==> config.mk <==
export PLATFORM = sky130hd
export DESIGN_NAME = sram_port_arbiter
export DESIGN_NICKNAME = d
export VERILOG_FILES = /design/src/rtl/sram_port_arbiter_pkg.sv /design/src/rtl/sram_port_arbiter.sv
export SDC_FILE = /design/constraint.sdc
export NUM_CORES = 1
export LEC_CHECK = 0
export CORE_AREA = 8 8 99 101
export DETAILED_ROUTE_END_ITERATION = 12
export DIE_AREA = 0 0 107 109
export GPL_ROUTABILITY_DRIVEN = 0
export HOLD_SLACK_MARGIN = 0.02
export PLACE_DENSITY = 0.85
export SLEW_MARGIN = 5
export SYNTH_ARGS = -nofsm -noshare
export SYNTH_HDL_FRONTEND = slang
export SYNTH_SLANG_ARGS = --single-unit
==> constraint.sdc <==
create_clock -name clk -period 1.9 [get_ports clk]
set_input_delay 0.57 -clock clk [delete_from_list [all_inputs] [get_ports clk]]
set_output_delay 0.57 -clock clk [all_outputs]
set_load 0.05 [all_outputs]
==> src/rtl/sram_port_arbiter_pkg.sv <==
// -----------------------------------------------------------------------------
// sram_port_arbiter_pkg
//
// Shared CPU package for the single-port SRAM arbiter.
//   - Owner state encoding of the read-return register (IDLE / INST_RD / DATA_RD).
//   - Byte-enable constant that marks a read access (no byte lanes written).
//   - Small helpers used by the arbiter's grant and return-tracking logic.
// -----------------------------------------------------------------------------
package sram_port_arbiter_pkg;

  // Owner of the SRAM read data returning in the current cycle.
  localparam int unsigned OWNER_W = 2;

  localparam logic [OWNER_W-1:0] ST_IDLE    = 2'd0;
  localparam logic [OWNER_W-1:0] ST_INST_RD = 2'd1;
  localparam logic [OWNER_W-1:0] ST_DATA_RD = 2'd2;

  // Byte write enables of all zero encode a read.
  localparam logic [3:0] WEN_READ = 4'b0000;

  // Data bus width of both requester ports and the SRAM.
  localparam int unsigned DW = 32;

  // A data access is a read exactly when no byte lane is written.
  function automatic logic is_read(input logic [3:0] wen);
    return (wen == WEN_READ);
  endfunction

  // Counter width able to hold 0..limit. A limit of 0 still needs one bit
  // so the counter never collapses to a zero-width vector.
  function automatic int unsigned cnt_width(input int unsigned limit);
    return (limit == 0) ? 1 : $clog2(limit + 1);
  endfunction

endpackage : sram_port_arbiter_pkg

==> src/rtl/sram_port_arbiter.sv <==
// -----------------------------------------------------------------------------
// sram_port_arbiter
//
// Shares one single-port synchronous SRAM between an instruction-fetch port
// (read only) and a load/store data port. Arbitration is combinational: the
// winning request is granted and drives the SRAM in the same cycle it is seen.
// Data normally wins a collision; after STARVE_LIMIT consecutive data grants
// against a pending fetch, the fetch wins once. Read data returns one cycle
// after the grant and is steered by a small owner-state register.
//
// Parameters
//   STARVE_LIMIT  max consecutive data grants while inst_req is pending
//   AW            address width
//
// Ports
//   clk, rst                 clock, synchronous active-high reset
//   inst_req/addr            fetch request (held until granted)
//   inst_gnt                 fetch accepted this cycle
//   inst_rvalid/rdata        fetch read return
//   data_req/wen/addr/wdata  load/store request (held until granted)
//   data_gnt                 load/store accepted this cycle
//   data_rvalid/rdata        load read return (never for stores)
//   sram_en/wen/addr/wdata   SRAM command, all zero when idle
//   sram_rdata               SRAM read data, one cycle after a read command
// -----------------------------------------------------------------------------
module sram_port_arbiter
  import sram_port_arbiter_pkg::*;
#(
  parameter int unsigned STARVE_LIMIT = 4,
  parameter int unsigned AW           = 32
) (
  input  logic          clk,
  input  logic          rst,

  input  logic          inst_req,
  input  logic [AW-1:0] inst_addr,
  output logic          inst_gnt,
  output logic          inst_rvalid,
  output logic [DW-1:0] inst_rdata,

  input  logic          data_req,
  input  logic [3:0]    data_wen,
  input  logic [AW-1:0] data_addr,
  input  logic [DW-1:0] data_wdata,
  output logic          data_gnt,
  output logic          data_rvalid,
  output logic [DW-1:0] data_rdata,

  output logic          sram_en,
  output logic [3:0]    sram_wen,
  output logic [AW-1:0] sram_addr,
  output logic [DW-1:0] sram_wdata,
  input  logic [DW-1:0] sram_rdata
);

  localparam int unsigned CW = cnt_width(STARVE_LIMIT);
  localparam logic [CW-1:0] CNT_MAX = CW'(STARVE_LIMIT);

  logic [OWNER_W-1:0] state_q, state_d;
  logic [CW-1:0]      starve_cnt_q, starve_cnt_d;

  logic inst_win;
  logic data_win;
  logic starved;

  // ---------------------------------------------------------------------------
  // Grant logic
  // ---------------------------------------------------------------------------
  // Fetch wins when it is alone, or when data has already taken the maximum
  // number of consecutive grants against it. Reset masks every grant so no
  // request can touch the SRAM while rst is high.
  assign starved  = (starve_cnt_q == CNT_MAX);
  assign inst_win = inst_req && (!data_req || starved);
  assign data_win = data_req && !inst_win;

  assign inst_gnt = inst_win && !rst;
  assign data_gnt = data_win && !rst;

  // ---------------------------------------------------------------------------
  // SRAM command mux
  // ---------------------------------------------------------------------------
  // NOTE: every output of a combinational block gets a default first, so no
  // path leaves a signal unassigned and no latch is inferred.
  always_comb begin
    sram_en    = 1'b0;
    sram_wen   = WEN_READ;
    sram_addr  = '0;
    sram_wdata = '0;
    if (inst_gnt) begin
      sram_en    = 1'b1;
      sram_addr  = inst_addr;
    end else if (data_gnt) begin
      sram_en    = 1'b1;
      sram_wen   = data_wen;
      sram_addr  = data_addr;
      sram_wdata = data_wdata;
    end
  end

  // ---------------------------------------------------------------------------
  // Next-state: read owner and starvation counter
  // ---------------------------------------------------------------------------
  // Only reads produce a return, so a data write leaves the owner idle.
  always_comb begin
    state_d = ST_IDLE;
    if (inst_gnt) begin
      state_d = ST_INST_RD;
    end else if (data_gnt && is_read(data_wen)) begin
      state_d = ST_DATA_RD;
    end
  end

  // The counter measures how long the fetch has waited behind data. It
  // restarts whenever the fetch is served or stops asking; the saturation
  // guard is defensive since a saturated counter already forces a fetch win.
  always_comb begin
    starve_cnt_d = starve_cnt_q;
    if (inst_gnt || !inst_req) begin
      starve_cnt_d = '0;
    end else if (data_gnt && !starved) begin
      starve_cnt_d = starve_cnt_q + CW'(1);
    end
  end

  // ---------------------------------------------------------------------------
  // State registers
  // ---------------------------------------------------------------------------
  // NOTE: sequential state uses non-blocking assignments so every register
  // samples its next-state value from before the edge, independent of order.
  always_ff @(posedge clk) begin
    if (rst) begin
      state_q      <= ST_IDLE;
      starve_cnt_q <= '0;
    end else begin
      state_q      <= state_d;
      starve_cnt_q <= starve_cnt_d;
    end
  end

  // ---------------------------------------------------------------------------
  // Read return
  // ---------------------------------------------------------------------------
  // A read granted in the cycle before reset rises is cancelled: the owner
  // register still holds the old value until the reset edge, so the return
  // is masked with rst directly.
  assign inst_rvalid = (state_q == ST_INST_RD) && !rst;
  assign data_rvalid = (state_q == ST_DATA_RD) && !rst;

  // Both ports see the raw SRAM data; consumers qualify it with rvalid.
  assign inst_rdata = sram_rdata;
  assign data_rdata = sram_rdata;

endmodule : sram_port_arbiter

==> run metrics, run 1 <==
top-count cell post-synth=buf_4; most instantiated cells after synthesis=buf_4 (65), and2_1 (37), a22o_1 (32); Setup Skew=about 0.0037 ns; Pleak=1.85 nW; Die X=around 110 µm; Final Non-Filler Cells=415; Post-DP HPWL=~6600 µm; EDFF count, synth=0; DRT Pass-1 Iters=4; initial antenna violation count=0; Max-Cap Viols=0; Worst-Skew Late Latency=0.23 ns; grt ovf=0; Initial Util=between 10% and 20%; Final Hold Viols=0; Root Driver=clkbuf_8; # IOs=273; remaining routing DRC violations=0; crit path launch type=flip-flop; setup repair after global routing missed its margin=true; Cell Area, Synth=between 0.001 and 0.0015 mm²; synthesis-stage register bit count=5; DR vias=~1700; Reg clk slew, reported paths=0.04 ns; asr flop ratio synth=0%; share of cells above drive strength 1=roughly three fifths; ys flop type=dfxtp_1; Design Power=0.00148 W; Syn Nets=around 310; Final ANT Viol Nets=0; Nets=about 450; reg2reg start=starve_cnt_q[0]$_SDFFE_PP0P_; reg2reg end=state_q[1]$_SDFF_PP0_; Critical Path Sink Type=output port; FMAX=0.435 GHz; dpl cell area=0.00376 mm²; Setup WS post-layout=-0.398 ns; largest cells by area after synthesis=buf_4 (38%), a22o_1 (22%), and2_1 (18%), dfxtp_1 (7.8%), buf_2 (2.3%); arrival time worst endpoint=~1.7 ns; slowest stage delay, CP=about 0.33 ns; area leader, netlist=buf_4; area grow syn2layout=238%; average wire per standard cell=21.1 µm; cell count after synthesis=about 170; largest net degree at the start of global routing=26; status=finished, violations left; worst hold path class=reg -> reg; initial drt markers=67; CP top delay family=buffers and inverters; most used cell along the critical path=buf_6; PwrDens=340 mW/mm²; synth unique cells=19; slowest CP cell=dfxtp_2; crit-path max FO=6; worst path bufs/invs=5; Crit. Startpoint=starve_cnt_q[0]$_SDFFE_PP0P_; Yosys top cell area share=between 30% and 40%; failing checks=setup timing; via-per-instance ratio=about 4; Num Clock Sinks=5; CTS H-tree lvls=1; CTS Buf Count=3; Inst Count DP=approximately 390; endpoints failing setup=70; Port Buffers=176; measured slew at the worst slew-check pin=0.272 ns; Diodes inserted=0; die height=109 µm; maximum VDD drop=0.000133 V; Placement Rows=34; CTS Buffer Depth=2; Total GRT Usage=13.4%; fin crit period=2.30 ns; relative slew slack=81.7%; vias in the first global route=1860; stages on the worst setup path=8; R2R depth=7; post-route clock period utilization=121%; Avg Inst Size Synth=7.54 µm²; critical path class=reg -> out; sequential area share after synthesis=7.77%; Final Cell Area=0.00435 mm²; CP required=between 1 and 1.5 ns; crit-path cells=inv_2 -> ha_4 -> a311oi_4 -> buf_6 -> buf_6 -> buf_16 -> a22o_4 -> buf_12; YS warnings=0; CP endpoint=sram_addr[25]; Slew Viols, Final=0; final wirelength=8750 µm; Die Area=0.0117 mm²; worst reg-to-reg setup slack=0.47 ns; CTS tree=yes; first-pass GRT wire length=11900 µm; core footprint=0.00838 mm²
-- metal layers --
metal  wire length [µm]  part of all wire (%)  global-route usage (%)  vias up
met5                  0                     0                       0        -
met2               4970                    57                    26.0       93
met3                801                   9.2                    5.20       19
met1               2790                    32                    12.7      794
met4                187                   2.1                    4.02        0
li1                   -                     -                       -      793
-- final cells by class --
type                            instances  area, µm²
Multi-Input combinational cell         88       1060
Clock inverter                          1       5.00
Clock buffer                            3       41.3
Inverter                                4       15.0
Fill cell                             680       4030
Tap cell                              108        135
Sequential cell                         5        103
Timing Repair Buffer                  206       2990
-- report_power, final --
| part | total, W | internal, W | switching, W |
|---|---|---|---|
| Combinational | 0.00117 | 0.000667 | 0.000503 |
| Sequential | 0.000110 | 0.000108 | 0.00000184 |
| Clock | 0.000201 | 0.000141 | 0.0000599 |
| Total | 0.00148 | 0.000916 | 0.000565 |
-- worst min-delay path by stage --
stage | startpoint | to | slack (ns) | depth (start not counted)
finish | starve_cnt_q[2]$_SDFFE_PP0P_ | starve_cnt_q[2]$_SDFFE_PP0P_ | 0.60 | 2
CTS | starve_cnt_q[0]$_SDFFE_PP0P_ | starve_cnt_q[0]$_SDFFE_PP0P_ | 0.50 | 2
global placement | starve_cnt_q[0]$_SDFFE_PP0P_ | starve_cnt_q[0]$_SDFFE_PP0P_ | 0.49 | 2
detailed placement | starve_cnt_q[0]$_SDFFE_PP0P_ | starve_cnt_q[0]$_SDFFE_PP0P_ | 0.50 | 2
floorplan | starve_cnt_q[0]$_SDFFE_PP0P_ | starve_cnt_q[0]$_SDFFE_PP0P_ | 0.41 | 1
global route | starve_cnt_q[0]$_SDFFE_PP0P_ | starve_cnt_q[0]$_SDFFE_PP0P_ | 0.63 | 3
-- kinds of logic after synthesis --
group | after synthesis | share of synthesized area (%)
adders and majority gates | 2 | 1.94
DFF | 5 | 7.77
buffers and inverters | 78 | 42.3
muxes | 1 | 0.777
AOI/OAI and AO/OA | 35 | 24.4
and+or+nand+nor | 50 | 22.8
-- per-stage QoR --
step	setup WS (ns)	hold slack, ns	TNS, ns	util [%]
4_1_cts	-0.420	0.503	-27.47	50.6
2_1_floorplan	-0.222	0.405	-10.44	-
3_3_place_gp	-0.803	0.488	-55.40	44.9
6_report	-0.398	0.601	-26.25	52.0
3_5_place_dp	-0.855	0.498	-58.03	44.9
5_1_grt	-0.462	0.626	-30.59	52.0
-- layout by cell type, fill, tap and decap left out, types with 3 or more instances in the layout --
master and instances:
and2_4 26, buf_6 10, clkdlybuf4s50_1 100, and2_2 10, clkbuf_8 3, buf_16 7, dfxtp_1 3, nor2_1 6
buf_12 78, buf_4 7, inv_2 3, a22o_4 32
-- tightest hold or removal path, cell delays in order (launching register included) --
cell and delay (ns):
dfxtp_1 0.35, mux2i_1 0.14, nor2_1 0.07
-- sequential cells by signal (all words and copies together), names as in the netlist --
register and flops:
state_q 2, starve_cnt_q 3
-- what timing repair did --
action / in CTS / in global routing
hold buffers: 0 / 0
pin swaps: 20 / 5
resized for setup: 54 / 12
endpoints found under the setup margin: 73 / 70
gates cloned: 7 / 3
setup buffers: 8 / 2
No activity file was read; power rests on OpenSTA's default activity.
==> run 2, diff against run 1 <==
==> constraint.sdc (replaced) <==
create_clock -name clk -period 2 [get_ports clk]
set_input_delay 0.6 -clock clk [delete_from_list [all_inputs] [get_ports clk]]
set_output_delay 0.6 -clock clk [all_outputs]
set_load 0.05 [all_outputs]
==> run 2 against run 1 <==
Net effect: the flow still finishes with violations (setup timing); core utilization up 0.54 points; critical path type is now in -> out; critical path depth stayed put; sequential power is 5% lower; final cell count grew 1.2%; via count grew 1.0%; sequential cell count is the same; global-route usage rose by 0.39 points; non-clock buffer count increased by 5; combinational power fell by 3%.
==> run metrics, run 2 (same netlist as run 1, synthesis figures left out) <==
setup repair after global routing missed its margin=true (unchanged); biggest regs=starve_cnt_q (3), state_q (2) (unchanged); arrival time worst endpoint=1.76 ns (was 1.73 ns); dpl cell area=0.00376 mm² (about the same); failing checks=setup timing (unchanged); worst hold path class=reg -> reg (unchanged); CTS H-tree lvls=1 (unchanged); Final Cell Area=0.00440 mm² (was 0.00435 mm²); DRT Pass-1 Iters=4 (unchanged); final wirelength=9110 µm (was 8750 µm); Nets=451 (was 446); Die X=107 µm (unchanged); average wire per standard cell=21.7 µm (was 21.1 µm); initial drt markers=56 (was 67); measured slew at the worst slew-check pin=0.283 ns (was 0.272 ns); DR vias=1716 (was 1699); Final Hold Viols=0 (unchanged); Setup WS post-layout=-0.361 ns (was -0.398 ns); Final Non-Filler Cells=420 (was 415); slowest CP cell=a311oi_4 (was dfxtp_2); Final ANT Viol Nets=0 (unchanged); vias in the first global route=1892 (was 1860); Port Buffers=176 (unchanged); grt ovf=0 (unchanged); fin crit period=2.36 ns; Biggest register=starve_cnt_q (unchanged); Pleak=1.88 nW (was 1.85 nW); Finished Core Util=52.5% (was 52.0%); Worst-Skew Late Latency=0.22 ns (was 0.23 ns); Max-Cap Viols=0 (unchanged); Setup Skew=0.00743 ns (was 0.00374 ns); Root Driver=clkbuf_8 (unchanged); crit path launch type=primary input (was flip-flop); via-per-instance ratio=4.09 (about the same); status=finished, violations left (unchanged); CP required=1.40 ns (was 1.33 ns); PwrDens=322 mW/mm² (was 340 mW/mm²); worst reg-to-reg setup slack=0.59 ns (was 0.47 ns); most used cell along the critical path=buf_12 (was buf_6); hold bufs inserted after CTS=0 (unchanged); Num Clock Sinks=5 (unchanged); maximum VDD drop=0.000165 V (was 0.000133 V); largest net degree at the start of global routing=19 (was 26); post-route clock period utilization=118%; CTS tree=yes (unchanged); Slew Viols, Final=0 (unchanged); remaining routing DRC violations=0 (unchanged); FMAX=0.424 GHz; area grow syn2layout=241% (was 238%); first-pass GRT wire length=12300 µm (was 11900 µm); commonest non-fill, non-tap cell in the layout=clkdlybuf4s50_1 (unchanged); Critical Path Sink Type=output port (unchanged); CTS Buf Count=3 (unchanged); slowest stage delay, CP=0.30 ns (was 0.33 ns); endpoints failing setup=70 (unchanged); critical path class=in -> out (was reg -> out); share of cells above drive strength 1=62.2% (was 61.9%); Inst Count DP=392 (was 391); pre-CTS setup slack=-0.865 ns (was -0.855 ns); crit-path cells=buf_2 -> inv_2 -> a311oi_4 -> buf_6 -> buf_12 -> buf_12 -> and2_4 -> buf_12 (was inv_2 -> ha_4 -> a311oi_4 -> buf_6 -> buf_6 -> buf_16 -> a22o_4 -> buf_12); core footprint=0.00838 mm² (unchanged); relative slew slack=81.1% (was 81.7%); Initial Util=15.4% (unchanged); Die Area=0.0117 mm² (unchanged); commonest non-fill, non-tap cells in the layout=clkdlybuf4s50_1 (100), buf_12 (80), and2_4 (36) (was clkdlybuf4s50_1 (100), buf_12 (78), a22o_4 (32)); initial antenna violation count=0 (unchanged); Diodes inserted=0 (unchanged); max reg flops=3 (unchanged); Reg clk slew, reported paths=0.03 ns (was 0.04 ns); Post-DP HPWL=6620 µm (was 6650 µm); Total GRT Usage=13.8% (was 13.4%); # IOs=273 (unchanged); CTS Buffer Depth=2 (unchanged); crit-path max FO=7 (was 6); Placement Rows=34 (unchanged); die height=109 µm (unchanged)
-- run 2: cell types whose count changed in the layout (fill, tap and decap cells not counted) --
cell / previous run / this run
nor3b_4: 2 / 0
buf_4: 7 / 11
clkbuf_16: 2 / 1
buf_8: 1 / 0
nand2_4: 0 / 1
buf_12: 78 / 80
and2_4: 26 / 36
and2_2: 10 / 0
nor3b_2: 0 / 2
clkbuf_1: 0 / 1
nand2_2: 1 / 0
clkinv_2: 1 / 0
buf_6: 10 / 11
-- run 2: through the flow --
stage / total power [W] / TNS, ns / hold slack (ns)
3_5_place_dp: 0.00109 / -58.93 / 0.513
6_report: 0.00142 / -21.68 / 0.593
3_3_place_gp: 0.00108 / -53.50 / 0.493
2_1_floorplan: 0.000863 / -7.74 / 0.417
5_1_grt: 0.00147 / -25.65 / 0.608
4_1_cts: 0.00140 / -24.89 / 0.590
-- run 2: layout make-up --
type / count / area [µm²]
clock buffers: 4 / 45.0
inverters: 4 / 15.0
fillers: 652 / 3980
repair buffers: 211 / 3030
well taps: 108 / 135
flip-flops and latches: 5 / 103
multi-input cells: 88 / 1070
-- run 2: timing repair --
action,4_1_cts,5_1_grt
buffers inserted,12,3
pin swaps,23,6
endpoints found under the setup margin,73,70
cloned,9,2
gates resized for setup,67,12
-- run 2: final timing paths --
check,from,to,cells past startpoint
worst max register to register,starve_cnt_q[1]$_SDFFE_PP0P_,state_q[1]$_SDFF_PP0_,7
worst min-delay path,starve_cnt_q[0]$_SDFFE_PP0P_,starve_cnt_q[0]$_SDFFE_PP0P_,3
worst max-delay path,data_req,sram_wdata[15],8
worst min register to register,starve_cnt_q[0]$_SDFFE_PP0P_,starve_cnt_q[0]$_SDFFE_PP0P_,3
-- run 2: report_power, final --
group / internal [W] / switching [W]
registers: 0.000103 / 0.00000140
clock network: 0.000137 / 0.0000496
logic: 0.000643 / 0.000483
-- run 2: per-layer routing --
metal	wire, µm	up-vias	global-route usage (%)
met1	2730	810	12.2
met5	0	-	0
li1	-	797	-
met2	5470	93	28.7
met3	777	16	5.26
met4	136	0	2.21
-- run 2: worst max-delay path, delay by kind of cell --
kind / cells / cell delay (ns)
simple gates: 1 / 0.15
buf+inv: 6 / 0.69
compound gates: 1 / 0.30
